**src/rtl/pipeline_ctrl_pkg.sv**
```systemverilog
// Shared encodings and helpers for the pipeline controller.
//   pc_src_e      : PC source select driven to the fetch stage
//   fwd_sel_e     : ID-stage operand forwarding select
//   run_state_e   : debug run-control states
//   stage_ctrl_t  : one bit per pipeline stage (IF..WB), used for rst/en vectors
package pipeline_ctrl_pkg;

  localparam int unsigned REG_ADDR_W = 5;
  localparam int unsigned PC_W       = 32;
  localparam int unsigned SEL_W      = 2;

  typedef enum logic [SEL_W-1:0] {
    PC_NEXT   = 2'd0,
    PC_JUMP   = 2'd1,
    PC_BRANCH = 2'd2,
    PC_JR     = 2'd3
  } pc_src_e;

  typedef enum logic [SEL_W-1:0] {
    FWD_RF       = 2'd0,
    FWD_EXE      = 2'd1,
    FWD_MEM_ALU  = 2'd2,
    FWD_MEM_LOAD = 2'd3
  } fwd_sel_e;

  typedef enum logic [1:0] {
    ST_RUN  = 2'd0,
    ST_HALT = 2'd1,
    ST_STEP = 2'd2
  } run_state_e;

  typedef struct packed {
    logic if_s;
    logic id_s;
    logic exe_s;
    logic mem_s;
    logic wb_s;
  } stage_ctrl_t;

  // Forwarding source for one ID operand; EXE wins over MEM, $0 never forwards,
  // and a load still in EXE has no data yet so it cannot be an EXE source.
  function automatic fwd_sel_e fwd_select(
    input logic [REG_ADDR_W-1:0] src,
    input logic                  wen_exe,
    input logic [REG_ADDR_W-1:0] dst_exe,
    input logic                  load_exe,
    input logic                  wen_mem,
    input logic [REG_ADDR_W-1:0] dst_mem,
    input logic                  load_mem
  );
    fwd_sel_e sel;
    sel = FWD_RF;
    if (src != '0) begin
      if (wen_exe && (dst_exe == src) && !load_exe) begin
        sel = FWD_EXE;
      end else if (wen_mem && (dst_mem == src)) begin
        sel = load_mem ? FWD_MEM_LOAD : FWD_MEM_ALU;
      end
    end
    return sel;
  endfunction

endpackage

```
**src/rtl/pipeline_ctrl_fwd_unit.sv**
```systemverilog
// Combinational forwarding selects and load-use hazard detection.
// Inputs : ID source registers and usage flags, destination register / write
//          enable / load flags of EXE, MEM and WB, MEM store rt.
// Outputs: fwd_a_c / fwd_b_c (ID operand selects), fwd_mem_c (store data from
//          WB), load_use_c (ID must wait one cycle for a load in EXE).
module pipeline_ctrl_fwd_unit
  import pipeline_ctrl_pkg::*;
(
  input  logic [REG_ADDR_W-1:0] addr_rs,
  input  logic [REG_ADDR_W-1:0] addr_rt,
  input  logic                  rs_used,
  input  logic                  rt_used,
  input  logic                  is_store,
  input  logic [REG_ADDR_W-1:0] regw_addr_exe,
  input  logic [REG_ADDR_W-1:0] regw_addr_mem,
  input  logic [REG_ADDR_W-1:0] regw_addr_wb,
  input  logic                  wb_wen_exe,
  input  logic                  wb_wen_mem,
  input  logic                  wb_wen_wb,
  input  logic                  is_load_exe,
  input  logic                  is_load_mem,
  input  logic                  is_store_mem,
  input  logic [REG_ADDR_W-1:0] rt_addr_mem,
  output fwd_sel_e              fwd_a_c,
  output fwd_sel_e              fwd_b_c,
  output logic                  fwd_mem_c,
  output logic                  load_use_c
);

  logic load_in_exe;
  logic rs_hit;
  logic rt_hit;

  // Operand forwarding selects.
  always_comb begin
    fwd_a_c = fwd_select(addr_rs, wb_wen_exe, regw_addr_exe, is_load_exe,
                         wb_wen_mem, regw_addr_mem, is_load_mem);
    fwd_b_c = fwd_select(addr_rt, wb_wen_exe, regw_addr_exe, is_load_exe,
                         wb_wen_mem, regw_addr_mem, is_load_mem);
  end

  // Store data in MEM replaced by the value being written back this cycle.
  always_comb begin
    fwd_mem_c = is_store_mem && wb_wen_wb && (regw_addr_wb == rt_addr_mem) &&
                (rt_addr_mem != '0);
  end

  // A store whose only dependency is its data register (rt) need not stall:
  // that value is picked up later through fwd_mem.
  always_comb begin
    load_in_exe = is_load_exe && wb_wen_exe && (regw_addr_exe != '0);
    rs_hit      = rs_used && (addr_rs == regw_addr_exe);
    rt_hit      = rt_used && (addr_rt == regw_addr_exe) && !is_store;
    load_use_c  = load_in_exe && (rs_hit || rt_hit);
  end

endmodule

```
**src/rtl/pipeline_ctrl.sv**
```systemverilog
// Hazard, forwarding and debug run-control sequencer for the 5-stage pipeline.
// Inputs : ID decode (sources, control transfer), per-stage destination info,
//          IF PC, debug pulses (halt/step/resume) and breakpoint setup.
// Outputs: per-stage rst/en, pc_src, fwd_a/fwd_b/fwd_mem (combinational from
//          this cycle's inputs), halted and cycle/stall/flush counters
//          (registered).
module pipeline_ctrl
  import pipeline_ctrl_pkg::*;
#(
  parameter int unsigned CNT_W        = 32,
  parameter bit          START_HALTED = 1'b0
) (
  input  logic                  clk,
  input  logic                  rst,
  input  logic [REG_ADDR_W-1:0] addr_rs,
  input  logic [REG_ADDR_W-1:0] addr_rt,
  input  logic                  rs_used,
  input  logic                  rt_used,
  input  logic                  is_store,
  input  logic                  is_jump,
  input  logic                  is_jr,
  input  logic                  is_beq,
  input  logic                  is_bne,
  input  logic                  rs_rt_equal,
  input  logic [REG_ADDR_W-1:0] regw_addr_exe,
  input  logic [REG_ADDR_W-1:0] regw_addr_mem,
  input  logic [REG_ADDR_W-1:0] regw_addr_wb,
  input  logic                  wb_wen_exe,
  input  logic                  wb_wen_mem,
  input  logic                  wb_wen_wb,
  input  logic                  is_load_exe,
  input  logic                  is_load_mem,
  input  logic                  is_store_mem,
  input  logic [REG_ADDR_W-1:0] rt_addr_mem,
  input  logic [PC_W-1:0]       inst_addr,
  input  logic                  dbg_halt_req,
  input  logic                  dbg_step,
  input  logic                  dbg_resume,
  input  logic                  bp_en,
  input  logic [PC_W-1:0]       bp_addr,
  output logic                  if_rst,
  output logic                  id_rst,
  output logic                  exe_rst,
  output logic                  mem_rst,
  output logic                  wb_rst,
  output logic                  if_en,
  output logic                  id_en,
  output logic                  exe_en,
  output logic                  mem_en,
  output logic                  wb_en,
  output logic [SEL_W-1:0]      pc_src,
  output logic [SEL_W-1:0]      fwd_a,
  output logic [SEL_W-1:0]      fwd_b,
  output logic                  fwd_mem,
  output logic                  halted,
  output logic [CNT_W-1:0]      cycle_cnt,
  output logic [CNT_W-1:0]      stall_cnt,
  output logic [CNT_W-1:0]      flush_cnt
);

  localparam run_state_e RESET_STATE = START_HALTED ? ST_HALT : ST_RUN;

  run_state_e  state_q, state_d;
  logic        skip_bp_q, skip_bp_d;
  logic        halted_q, halted_d;
  logic [CNT_W-1:0] cycle_q, cycle_d;
  logic [CNT_W-1:0] stall_q, stall_d;
  logic [CNT_W-1:0] flush_q, flush_d;

  fwd_sel_e    fwd_a_c, fwd_b_c;
  logic        fwd_mem_c, load_use_c;
  logic        bp_match_c, br_taken_c, advance_c;
  pc_src_e     xfer_sel_c, pc_sel_c;
  stage_ctrl_t stage_rst_c, stage_en_c;

  pipeline_ctrl_fwd_unit u_fwd (
    .addr_rs       (addr_rs),
    .addr_rt       (addr_rt),
    .rs_used       (rs_used),
    .rt_used       (rt_used),
    .is_store      (is_store),
    .regw_addr_exe (regw_addr_exe),
    .regw_addr_mem (regw_addr_mem),
    .regw_addr_wb  (regw_addr_wb),
    .wb_wen_exe    (wb_wen_exe),
    .wb_wen_mem    (wb_wen_mem),
    .wb_wen_wb     (wb_wen_wb),
    .is_load_exe   (is_load_exe),
    .is_load_mem   (is_load_mem),
    .is_store_mem  (is_store_mem),
    .rt_addr_mem   (rt_addr_mem),
    .fwd_a_c       (fwd_a_c),
    .fwd_b_c       (fwd_b_c),
    .fwd_mem_c     (fwd_mem_c),
    .load_use_c    (load_use_c)
  );

  // Breakpoint compare; suppressed on the first cycle after a resume so the
  // pipeline can move past the instruction it stopped on.
  always_comb begin
    bp_match_c = bp_en && (inst_addr == bp_addr) && !skip_bp_q;
  end

  // Control-transfer decode in ID.
  always_comb begin
    br_taken_c = (is_beq && rs_rt_equal) || (is_bne && !rs_rt_equal);
    xfer_sel_c = PC_NEXT;
    if (is_jump) begin
      xfer_sel_c = PC_JUMP;
    end else if (is_jr) begin
      xfer_sel_c = PC_JR;
    end else if (br_taken_c) begin
      xfer_sel_c = PC_BRANCH;
    end
  end

  // Run-control next state, stage controls and counter updates.
  always_comb begin
    state_d     = state_q;
    skip_bp_d   = 1'b0;
    advance_c   = 1'b0;
    stage_rst_c = '0;
    stage_en_c  = '0;
    pc_sel_c    = PC_NEXT;
    cycle_d     = cycle_q;
    stall_d     = stall_q;
    flush_d     = flush_q;

    case (state_q)
      ST_RUN: begin
        // The cycle that decides to halt is already frozen.
        if (dbg_halt_req || bp_match_c) begin
          state_d = ST_HALT;
        end else begin
          advance_c = 1'b1;
        end
      end
      ST_HALT: begin
        if (dbg_resume) begin
          state_d   = ST_RUN;
          skip_bp_d = 1'b1;
        end else if (dbg_step) begin
          state_d = ST_STEP;
        end
      end
      ST_STEP: begin
        advance_c = 1'b1;
        state_d   = ST_HALT;
      end
      default: begin
        state_d = ST_HALT;
      end
    endcase

    if (advance_c) begin
      stage_en_c = '1;
      cycle_d    = cycle_q + CNT_W'(1);
      if (load_use_c) begin
        // Hold IF/ID and push a bubble into EXE; the transfer waits too.
        stage_en_c.if_s   = 1'b0;
        stage_en_c.id_s   = 1'b0;
        stage_rst_c.exe_s = 1'b1;
        stall_d           = stall_q + CNT_W'(1);
      end else if (xfer_sel_c != PC_NEXT) begin
        // No delay slot: squash the instruction fetched behind the transfer.
        pc_sel_c         = xfer_sel_c;
        stage_rst_c.id_s = 1'b1;
        flush_d          = flush_q + CNT_W'(1);
      end
    end

    halted_d = (state_d == ST_HALT);
  end

  // State and counter registers.
  always_ff @(posedge clk) begin
    if (rst) begin
      state_q   <= RESET_STATE;
      skip_bp_q <= 1'b0;
      halted_q  <= START_HALTED;
      cycle_q   <= '0;
      stall_q   <= '0;
      flush_q   <= '0;
    end else begin
      state_q   <= state_d;
      skip_bp_q <= skip_bp_d;
      halted_q  <= halted_d;
      cycle_q   <= cycle_d;
      stall_q   <= stall_d;
      flush_q   <= flush_d;
    end
  end

  // Output drive; reset overrides every stage control and select.
  always_comb begin
    if (rst) begin
      {if_rst, id_rst, exe_rst, mem_rst, wb_rst} = '1;
      {if_en, id_en, exe_en, mem_en, wb_en}      = '0;
      pc_src  = PC_NEXT;
      fwd_a   = FWD_RF;
      fwd_b   = FWD_RF;
      fwd_mem = 1'b0;
    end else begin
      {if_rst, id_rst, exe_rst, mem_rst, wb_rst} = stage_rst_c;
      {if_en, id_en, exe_en, mem_en, wb_en}      = stage_en_c;
      pc_src  = pc_sel_c;
      fwd_a   = fwd_a_c;
      fwd_b   = fwd_b_c;
      fwd_mem = fwd_mem_c;
    end
  end

  assign halted    = halted_q;
  assign cycle_cnt = cycle_q;
  assign stall_cnt = stall_q;
  assign flush_cnt = flush_q;

endmodule

```
**config.mk**
```make
export PLATFORM = sky130hd
export DESIGN_NAME = pipeline_ctrl
export DESIGN_NICKNAME = d
export VERILOG_FILES = /design/src/rtl/pipeline_ctrl_pkg.sv /design/src/rtl/pipeline_ctrl_fwd_unit.sv /design/src/rtl/pipeline_ctrl.sv
export SDC_FILE = /design/constraint.sdc
export NUM_CORES = 1
export LEC_CHECK = 0
export CAP_MARGIN = 20
export CORE_MARGIN = 2
export CORE_UTILIZATION = 40
export DETAILED_ROUTE_END_ITERATION = 7
export PLACE_DENSITY = 0.74
export SYNTH_ARGS = -nofsm -noshare
export SYNTH_HDL_FRONTEND = slang
export SYNTH_SLANG_ARGS = --single-unit
export TNS_END_PERCENT = 50
```
**constraint.sdc**
```tcl
create_clock -name clk -period 4.69 [get_ports clk]
set_input_delay 0.938 -clock clk [delete_from_list [all_inputs] [get_ports clk]]
set_output_delay 0.938 -clock clk [all_outputs]
set_load 0.02 [all_outputs]
```
==> results of run 1 <==
==> cell usage after synthesis, drive strengths merged (2+ instances only) <==
| library cell | instances |
|---|---|
| o31ai | 72 |
| and4 | 11 |
| o311a | 2 |
| nor4b | 3 |
| xor2 | 18 |
| a21boi | 2 |
| buf | 12 |
| inv | 11 |
| and2 | 4 |
| ha | 3 |
| mux2 | 15 |
| o2111a | 2 |
| nand4b | 4 |
| or4b | 4 |
| nor3 | 14 |
| dfxtp | 100 |
| nand2b | 2 |
| o21bai | 3 |
| nor3b | 2 |
| nor2 | 37 |
| or2 | 5 |
| and3 | 14 |
| nand2 | 42 |
| or3 | 6 |
| nand4 | 43 |
| nor2b | 17 |
| nor4 | 20 |
| xnor2 | 38 |
| or4 | 74 |
| a32o | 2 |
| nand3 | 35 |
| o21ai | 10 |
| clkbuf | 47 |
| a21oi | 87 |
==> final cells by class <==
cell class	count	area [um2]	share of cell area, %
tap	188	235	2.63
timing repair buffer	249	2430	27.2
multi-input combinational	600	3920	43.8
sequential	100	2000	22.4
inverter	11	41.3	0.461
clock inverter	6	96.3	1.08
clock buffer	9	225	2.52
==> flip-flops by register name, summed over array words and instances, names as in the netlist <==
name,count
state_q,2
flush_cnt,32
halted,1
cycle_cnt,32
stall_cnt,32
skip_bp_q,1
==> metrics by stage <==
step | hold slack [ps] | total power, mW | setup TNS, ps | worst slack [ps] | cell area, um2
3_3_place_gp | 470 | 1.16 | -24.7 | -24.7 | 8630
2_1_floorplan | 505 | 0.995 | 0 | 723 | 6210
6_report | 491 | 1.96 | 0 | 233 | 8950
4_1_cts | 493 | 1.98 | 0 | 214 | 8950
3_5_place_dp | 475 | 1.16 | -40.8 | -40.8 | 8630
5_1_grt | 522 | 2.03 | 0 | 115 | 8950
==> layer usage <==
metal | vias up | share of wire, % | GRT usage, %
li1 | 3383 | - | -
met1 | 3239 | 43 | 29.6
met2 | 254 | 47 | 38.0
met3 | 30 | 7.1 | 5.20
met4 | 0 | 2.7 | 8.18
met5 | - | 0 | 0
==> worst paths after layout <==
| kind | from | end | slack [ps] |
|---|---|---|---|
| max | regw_addr_exe[1] | id_rst | 230 |
| min | cycle_cnt[31] | cycle_cnt[31] | 490 |
| max reg2reg | skip_bp_q | flush_cnt[24] | 2160 |
| min reg2reg | cycle_cnt[31] | cycle_cnt[31] | 490 |
==> worst max-delay path: cells and delay by family <==
family	cells	cell delay [ps]
buf+inv	2	780
simple gates	5	1540
compound gates	1	260
==> logic make-up (layout without fill, tap and decap cells) <==
group                    count (synthesis)  count (layout)
AND/OR/NAND/NOR                        339             339
AO/OA/AOI/OAI                          186             186
flip-flops                             100             100
buffers and inverters                   70             275
XOR/XNOR                                56              56
multiplexers                            16              16
adder cells (fa/ha/maj)                  3               3
==> timing repair <==
item | in CTS | in global routing
hold buffers | 0 | 0
setup endpoints to repair | 1 | 0
gates resized for setup | 1 | 0
==> power by group <==
group          internal, mW  switching, mW
logic                 0.152          0.125
registers             0.853        0.00614
clock network         0.472          0.354
==> impl_metrics.yaml, run 1 <==
global_routing:
  grt_util_all_layers_pct: 23.0
  global_route.overflow_total: 0
  first_global_vias: 6155
  grt_first_pass_wirelength_mm: 30.8
  grt_antenna_before_repair: 0
  largest_net_degree_at_the_start_of_global_routing: 108
cts:
  clock_root_buffer: "sky130_fd_sc_hd__clkbuf_16"
  clkTransAtPathRegs_ps: 80
  clk_path_buf_depth: 2
  cts.sinks: 100
  cts_buffers: 9
  clk-insertion-delay-late_ps: 350
  number_of_buffers_added_for_setup_after_cts: 0
  htree_levels: 3
  tritoncts: "built"
yosys:
  proportion_of_synthesized_area_in_mux_cells_pct: 2.88
  synth_simple_gate_area_share_pct: 32.6
  post_synth_xor_area_fraction_pct: 7.90
  syn_area_um2: 6210
  synth_top_flop_cell: "sky130_fd_sc_hd__dfxtp_1"
  number_of_warnings_issued_by_yosys: 0
  synth.net_count: 887
  synth_top_family_by_area: "simple AND/OR/NAND/NOR gates"
  synth.avg_cell_area_um2: 8.06
  synth-seq-cells: 100
  sequential_to_total_area_share_from_yosys_stat_pct: 32.2
  area_share_of_fa_ha_maj_cells_after_synthesis_pct: 0.604
  synthesis.instances: 770
  synth_cell_type_count: 48
  post_synth_main_area_contributors: "sky130_fd_sc_hd__dfxtp_1 (32%), sky130_fd_sc_hd__or4_1 (8.8%), sky130_fd_sc_hd__o31ai_1 (8.7%), sky130_fd_sc_hd__a21oi_1 (7.0%), sky130_fd_sc_hd__xnor2_1 (5.4%)"
  yosysTopAreaCellShare_pct: 32.2
  synth-edff-count: 0
  area_fraction_in_compound_gates_after_synthesis_pct: 19.0
  synth_top_cell_by_area: "sky130_fd_sc_hd__dfxtp_1"
  async_reset_ff_share_pct: 0
setup_path:
  cp_slowest_stage_delay_ps: 540
  cell_depth_of_the_worst_flop_to_flop_path: 6
  critPathRequiredTime_ps: 3750
  worstPathArrival_ps: 3520
  critPathKind: "in2out"
  crit_path_start_kind: "primary input"
  category_of_the_worst_setup_path_capture_point: "output port"
  worstPathMaxFanout: 2
  critical_path_cell_sequence: "clkdlybuf4s50_1 -> or4_4 -> o2111a_1 -> and3_1 -> or4_1 -> nor2_1 -> or2_2 -> dlygate4sd2_1"
  crit_path_top_delay_cell: "sky130_fd_sc_hd__or4_4"
route:
  detailroute.via_count: 6906
  firstDrtPassIters: 4
  post-route-drc-count: 0
  drt_iter0_drc: 488
  post_drt_via_cell_ratio: 5.94
  route.final.wire_length_mm: 19.5
  wire_per_inst_um: 16.8
  route.antenna.remaining_nets: 0
sta:
  timing.final.crit_share_pct: 95.0
  drv_slew: 0
  timing.final.setup_violations: 0
  maxSlewHeadroom_pct: 35.4
  final.min_clock_period_ps: 4460
  final.setup_skew_ps: 11.8
  worstMarginPinSlew_ps: 969
  grt_setup_unrepaired: "false"
  timing_hold_violations_final: 0
  fmax_achieved_mhz: 224
cells_and_area:
  layout-drive-gt1-share_pct: 6.87
  post-route-util_pct: 58.9
  n_antenna_cell: 0
  layout.nets: 1088
  syn_to_final_growth_pct: 44.1
  filler_cell_count: 1360
  final_cells: 1163
  final_cell_mix: "sky130_fd_sc_hd__clkdlybuf4s50_1 (225), sky130_fd_sc_hd__dfxtp_1 (100), sky130_fd_sc_hd__a21oi_1 (87), sky130_fd_sc_hd__or4_1 (73), sky130_fd_sc_hd__o31ai_1 (72)"
  final_common_cell: "sky130_fd_sc_hd__clkdlybuf4s50_1"
floorplanning:
  num_rows: 45
  die_y_um: 129
  starting_utilization_of_the_core_area_pct: 40.8
  die_w_um: 129
  top_level_ports: 228
  die_area_um2: 16500
  core_um2: 15200
pwr:
  worst_ir_drop_vdd_uv: 173
  p_per_area_nw_per_um2: 219
  leakagePower_nw: 2.73
placed_design:
  placed_cells: 1148
  gp_congestion: 0.830
  port_buffers: 227
  dp.final_hpwl_mm: 14.1
run:
  drv_cap: 0
outcome:
  status: "finished clean"
min_path:
  holdCritPathClass: "reg2reg"
  worst_hold_path.num_cells: 2
Note: power is estimated with default switching activity, not from simulation.
==> run 2: changes to the inputs <==
==> constraint.sdc (replaced) <==
create_clock -name clk -period 4.55 [get_ports clk]
set_input_delay 0.91 -clock clk [delete_from_list [all_inputs] [get_ports clk]]
set_output_delay 0.91 -clock clk [all_outputs]
set_load 0.02 [all_outputs]
==> run 2 against run 1 <==
  * Clock-buffer cell count increased by 1
  * Global-route usage decreased by 0.24 points
  * Worst hold slack got worse by 7.5 ps
  * Sequential power increased by 3.1%
  * Clock skew decreased by 3.7 ps
  * Cell count about the same
  * Highest routed layer unchanged
  * Critical path depth unchanged
  * Die area unchanged
==> impl_metrics.yaml, run 2 (same netlist as run 1, synthesis figures left out) <==
global_routing:
  largest_net_degree_at_the_start_of_global_routing: 108
  grt_first_pass_wirelength_mm: 30.6
  first_global_vias: 6290
  global_route.overflow_total: 0
  grt_antenna_before_repair: 0
  grt_util_all_layers_pct: 22.8
cts:
  clk-insertion-delay-late_ps: 350
  clock_root_buffer: "sky130_fd_sc_hd__clkbuf_16"
  htree_levels: 3
  cts_buffers: 9
  clk_path_buf_depth: 2
  cts_hold_repair.buffers: 0
  tritoncts: "built"
  number_of_cells_upsized_or_downsized_after_cts: 1
  clkTransAtPathRegs_ps: 70
  cts.sinks: 100
  number_of_buffers_added_for_setup_after_cts: 0
cells_and_area:
  n_antenna_cell: 0
  post-route-util_pct: 58.6
  final_cells: 1164
  final_design_area_no_fill_um2: 8910
  layout-drive-gt1-share_pct: 6.97
  final_cell_mix: "sky130_fd_sc_hd__clkdlybuf4s50_1 (225), sky130_fd_sc_hd__dfxtp_1 (100), sky130_fd_sc_hd__a21oi_1 (87), sky130_fd_sc_hd__or4_1 (73), sky130_fd_sc_hd__o31ai_1 (72)"
  syn_to_final_growth_pct: 43.6
  layout.nets: 1088
  final_common_cell: "sky130_fd_sc_hd__clkdlybuf4s50_1"
  filler_cell_count: 1418
setup_path:
  category_of_the_worst_setup_path_capture_point: "output port"
  critical_path_cell_sequence: "clkdlybuf4s50_1 -> or4_4 -> o2111a_1 -> and3_1 -> or4_1 -> nor2_1 -> or2_2 -> dlygate4sd2_1"
  r2r-end: "cycle_cnt[25]"
  critical_path.n_buffers_inverters: 2
  critPathTopFamily: "simple AND/OR/NAND/NOR gates"
  worst_r2r_startpoint: "skip_bp_q"
  crit_path_top_delay_cell: "sky130_fd_sc_hd__or4_1"
  worstPathArrival_ps: 3540
  crit_path_start_kind: "primary input"
  worstPathMaxFanout: 2
  cell_depth_of_the_worst_flop_to_flop_path: 6
  cp_slowest_stage_delay_ps: 580
  critPathKind: "in2out"
  r2r_setup_slack_ps: 2030
  critPathRequiredTime_ps: 3640
placed_design:
  placed_cells: 1148
  port_buffers: 227
  dp.final_hpwl_mm: 14.0
  gp_congestion: 0.835
  dp_worst_setup_slack_ps: -144
  post_dp_cell_area_um2: 8630
sta:
  fmax_achieved_mhz: 225
  timing_hold_violations_final: 0
  timing.final.setup_violations: 0
  final.min_clock_period_ps: 4450
  final.setup_skew_ps: 8.06
  maxSlewHeadroom_pct: 35.1
  timing.final.crit_share_pct: 97.9
  worstMarginPinSlew_ps: 973
  drv_slew: 0
  grt_setup_unrepaired: "false"
  setup_slack_ps: 96.3
run:
  drv_cap: 0
floorplanning:
  die_area_um2: 16500
  top_level_ports: 228
  die_w_um: 129
  die_y_um: 129
  num_rows: 45
  core_um2: 15200
  starting_utilization_of_the_core_area_pct: 40.8
pwr:
  fin_total_pwr_mw: 1.92
  leakagePower_nw: 2.72
  p_per_area_nw_per_um2: 216
  worst_ir_drop_vdd_uv: 169
min_path:
  end_point_of_the_most_critical_hold_path: "stall_cnt[31]"
  worst_hold_path.num_cells: 2
  hold_path.startpoint: "stall_cnt[31]"
  holdCritPathClass: "reg2reg"
route:
  post-route-drc-count: 0
  drt_iter0_drc: 424
  firstDrtPassIters: 6
  route.antenna.remaining_nets: 0
  post_drt_via_cell_ratio: 5.88
  detailroute.via_count: 6843
  wire_per_inst_um: 16.5
  route.final.wire_length_mm: 19.2
outcome:
  status: "finished clean"
run 2: cell count changes in the layout (fill, tap and decap cells not counted), sizes merged:
cell	before	now
bufinv	2	0
inv	13	14
clkbuf	9	10
clkinv	1	2
run 2: area by class of cell:
class	count	area (um2)	area share, %
Multi-Input combinational cell	600	3920	43.9
Timing Repair Buffer	249	2430	27.3
Sequential cell	100	2000	22.5
Clock buffer	10	239	2.68
Tap cell	188	235	2.64
Clock inverter	6	46.3	0.519
Inverter	11	41.3	0.463
run 2: metal layers:
layer | routed length, um | global-route usage, % | part of all wire (%)
met5 | 0 | 0 | 0
met4 | 539 | 9.59 | 2.8
met1 | 8390 | 28.5 | 44
met3 | 1320 | 4.28 | 6.9
met2 | 8930 | 38.5 | 47
run 2: worst max-delay path by stage:
stage | start | end | depth (start not counted)
3_3_place_gp | regw_addr_exe[1] | id_rst | 8
3_5_place_dp | regw_addr_exe[2] | id_rst | 8
4_1_cts | regw_addr_exe[2] | id_rst | 8
6_report | regw_addr_exe[1] | id_rst | 8
2_1_floorplan | regw_addr_exe[1] | if_en | 7
5_1_grt | regw_addr_exe[1] | id_rst | 8
run 2: stage by stage:
step	TNS [ps]	hold slack [ps]
after floorplan	0	505
after detailed placement	-144	472
final	0	484
after CTS	0	484
after global placement	-140	470
after global routing	0	504
run 2: power breakdown:
group / internal [mW] / switching [mW]
clock network: 0.392 / 0.360
logic: 0.157 / 0.130
registers: 0.880 / 0.00639
total: 1.43 / 0.496
run 2: worst min-delay path: stages (launching register included):
cell and delay [ps]:
sky130_fd_sc_hd__dfxtp_1 320, sky130_fd_sc_hd__o31ai_1 60, sky130_fd_sc_hd__a21oi_1 60
==> run 3: changes to the inputs <==
--- a/config.mk
+++ b/config.mk
@@ -9,7 +9,7 @@
 export CORE_MARGIN = 2
 export CORE_UTILIZATION = 40
 export DETAILED_ROUTE_END_ITERATION = 7
-export PLACE_DENSITY = 0.74
+export PLACE_DENSITY_LB_ADDON = 0.1
 export SYNTH_ARGS = -nofsm -noshare
 export SYNTH_HDL_FRONTEND = slang
 export SYNTH_SLANG_ARGS = --single-unit
==> run 3 against run 2 <==
  * Wire length rose by 2.9%
  * Clock skew fell by 1.2 ps
  * Register-to-register slack hardly changed
  * Power down 0.30%
  * Via count barely moved
  * Clock-buffer cell count increased by 1
  * Largest cell class unchanged
==> impl_metrics.yaml, run 3 (same netlist as run 1, synthesis figures left out) <==
cells_and_area:
  layout.nets: 1091
  n_antenna_cell: 0
  final_cell_mix: "sky130_fd_sc_hd__clkdlybuf4s50_1 (225), sky130_fd_sc_hd__dfxtp_1 (100), sky130_fd_sc_hd__a21oi_1 (87), sky130_fd_sc_hd__or4_1 (73), sky130_fd_sc_hd__o31ai_1 (72)"
  final_common_cell: "sky130_fd_sc_hd__clkdlybuf4s50_1"
  layout-drive-gt1-share_pct: 7.25
  syn_to_final_growth_pct: 43.9
  post-route-util_pct: 58.8
pwr:
  leakagePower_nw: 2.73
  p_per_area_nw_per_um2: 215
  worst_ir_drop_vdd_uv: 182
route:
  firstDrtPassIters: 5
  detailroute.via_count: 6849
  post_drt_via_cell_ratio: 5.87
  route.final.wire_length_mm: 19.7
  post-route-drc-count: 0
  drt_iter0_drc: 483
  wire_per_inst_um: 16.9
  route.antenna.remaining_nets: 0
global_routing:
  grt_util_all_layers_pct: 23.9
  grt_first_pass_wirelength_mm: 32.0
  first_global_vias: 6301
  global_route.overflow_total: 0
  largest_net_degree_at_the_start_of_global_routing: 108
  grt_antenna_before_repair: 0
setup_path:
  cp_slowest_stage_delay_ps: 550
  critical_path.n_buffers_inverters: 2
  crit_path_top_delay_cell: "sky130_fd_sc_hd__or4_4"
  r2r_setup_slack_ps: 2040
  worst_r2r_startpoint: "skip_bp_q"
  critPathTopFamily: "simple AND/OR/NAND/NOR gates"
  worstPathArrival_ps: 3440
  critical_path_cell_sequence: "clkdlybuf4s50_1 -> or4_4 -> o2111a_1 -> and3_1 -> or4_1 -> nor2_1 -> or2_2 -> dlygate4sd2_1"
  critPathKind: "in2out"
  crit_path_start_kind: "primary input"
  category_of_the_worst_setup_path_capture_point: "output port"
  r2r-end: "cycle_cnt[25]"
  cell_depth_of_the_worst_flop_to_flop_path: 6
  critPathRequiredTime_ps: 3640
  worstPathMaxFanout: 2
floorplanning:
  core_um2: 15200
  num_rows: 45
  top_level_ports: 228
  die_area_um2: 16500
  die_w_um: 129
  die_y_um: 129
  starting_utilization_of_the_core_area_pct: 40.8
sta:
  maxSlewHeadroom_pct: 34.4
  drv_slew: 0
  final.min_clock_period_ps: 4350
  fmax_achieved_mhz: 230
  worstMarginPinSlew_ps: 984
  timing.final.setup_violations: 0
  timing.final.crit_share_pct: 95.7
  final.setup_skew_ps: 6.91
  setup_slack_ps: 197
  timing_hold_violations_final: 0
  grt_setup_unrepaired: "false"
placed_design:
  gp_congestion: 0.867
  dp.final_hpwl_mm: 14.3
  port_buffers: 227
  dp_worst_setup_slack_ps: -86.6
cts:
  number_of_buffers_added_for_setup_after_cts: 0
  cts_buffers: 9
  clk_path_buf_depth: 2
  clk-insertion-delay-late_ps: 360
  tritoncts: "built"
  clock_root_buffer: "sky130_fd_sc_hd__clkbuf_16"
  htree_levels: 3
  cts_hold_repair.buffers: 0
  cts.sinks: 100
  clkTransAtPathRegs_ps: 70
min_path:
  holdCritPathClass: "reg2reg"
  worst_hold_path.num_cells: 2
  hold_path.startpoint: "stall_cnt[20]"
  end_point_of_the_most_critical_hold_path: "stall_cnt[20]"
outcome:
  status: "finished clean"
run:
  drv_cap: 0
-- run 3: cell count changes in the layout (fill, tap and decap cells not counted) --
cell,previous run,this run
sky130_fd_sc_hd__clkinvlp_4,1,0
sky130_fd_sc_hd__nor4_2,0,1
sky130_fd_sc_hd__clkbuf_1,0,1
sky130_fd_sc_hd__buf_4,23,26
sky130_fd_sc_hd__clkinv_4,0,2
sky130_fd_sc_hd__nor4_1,20,19
sky130_fd_sc_hd__inv_6,2,1
sky130_fd_sc_hd__inv_8,1,0
-- run 3: per-layer routing --
layer / vias up / global-route usage (%) / share of wire, %
met1: 3227 / 30.4 / 43
li1: 3383 / - / -
met2: 216 / 40.2 / 49
met3: 23 / 5.57 / 5.9
met4: 0 / 7.35 / 2.0
met5: - / 0 / 0
-- run 3: area by class of cell --
| cell class | instances | area [um2] |
|---|---|---|
| repair buffers | 252 | 2460 |
| clock inverters | 5 | 36.3 |
| clock buffers | 11 | 243 |
| inverters | 11 | 41.3 |
| well taps | 188 | 235 |
| flip-flops and latches | 100 | 2000 |
| fillers | 1418 | 6260 |
| multi-input cells | 600 | 3920 |
-- run 3: stage by stage --
stage	power (mW)	hold slack, ps	instances	instance area [um2]	setup TNS, ps
final	1.92	492	1167	8940	0
after floorplan	1.03	505	770	6210	0
after CTS	1.93	496	1167	8930	0
after global routing	1.99	517	1167	8940	0
after global placement	1.19	471	1151	8650	-62.6
after detailed placement	1.19	486	1151	8650	-86.6
-- run 3: repair_timing --
item	in CTS	in global routing
resized for setup	1	1
gates cloned	0	0
setup endpoints to repair	1	7
-- run 3: worst max path at each step --
stage,start,to,slack (ps),cells past startpoint
2_1_floorplan,regw_addr_exe[1],if_en,640,7
3_3_place_gp,regw_addr_exe[1],id_rst,-60,8
3_5_place_dp,regw_addr_exe[1],id_rst,-90,8
4_1_cts,regw_addr_exe[1],id_rst,180,8
5_1_grt,regw_addr_exe[1],id_rst,50,8
6_report,regw_addr_exe[1],id_rst,200,8
-- run 3: where the power goes --
| group | total, mW | switching, mW | internal, mW |
|---|---|---|---|
| combinational | 0.286 | 0.127 | 0.159 |
| sequential | 0.887 | 0.00722 | 0.880 |
| clock | 0.746 | 0.357 | 0.389 |
| total | 1.92 | 0.491 | 1.43 |
-- run 3: tightest hold or removal path: cells and delay by family (launching register included) --
family          cells  cell delay, ps
flops               1             330
compound gates      2             120
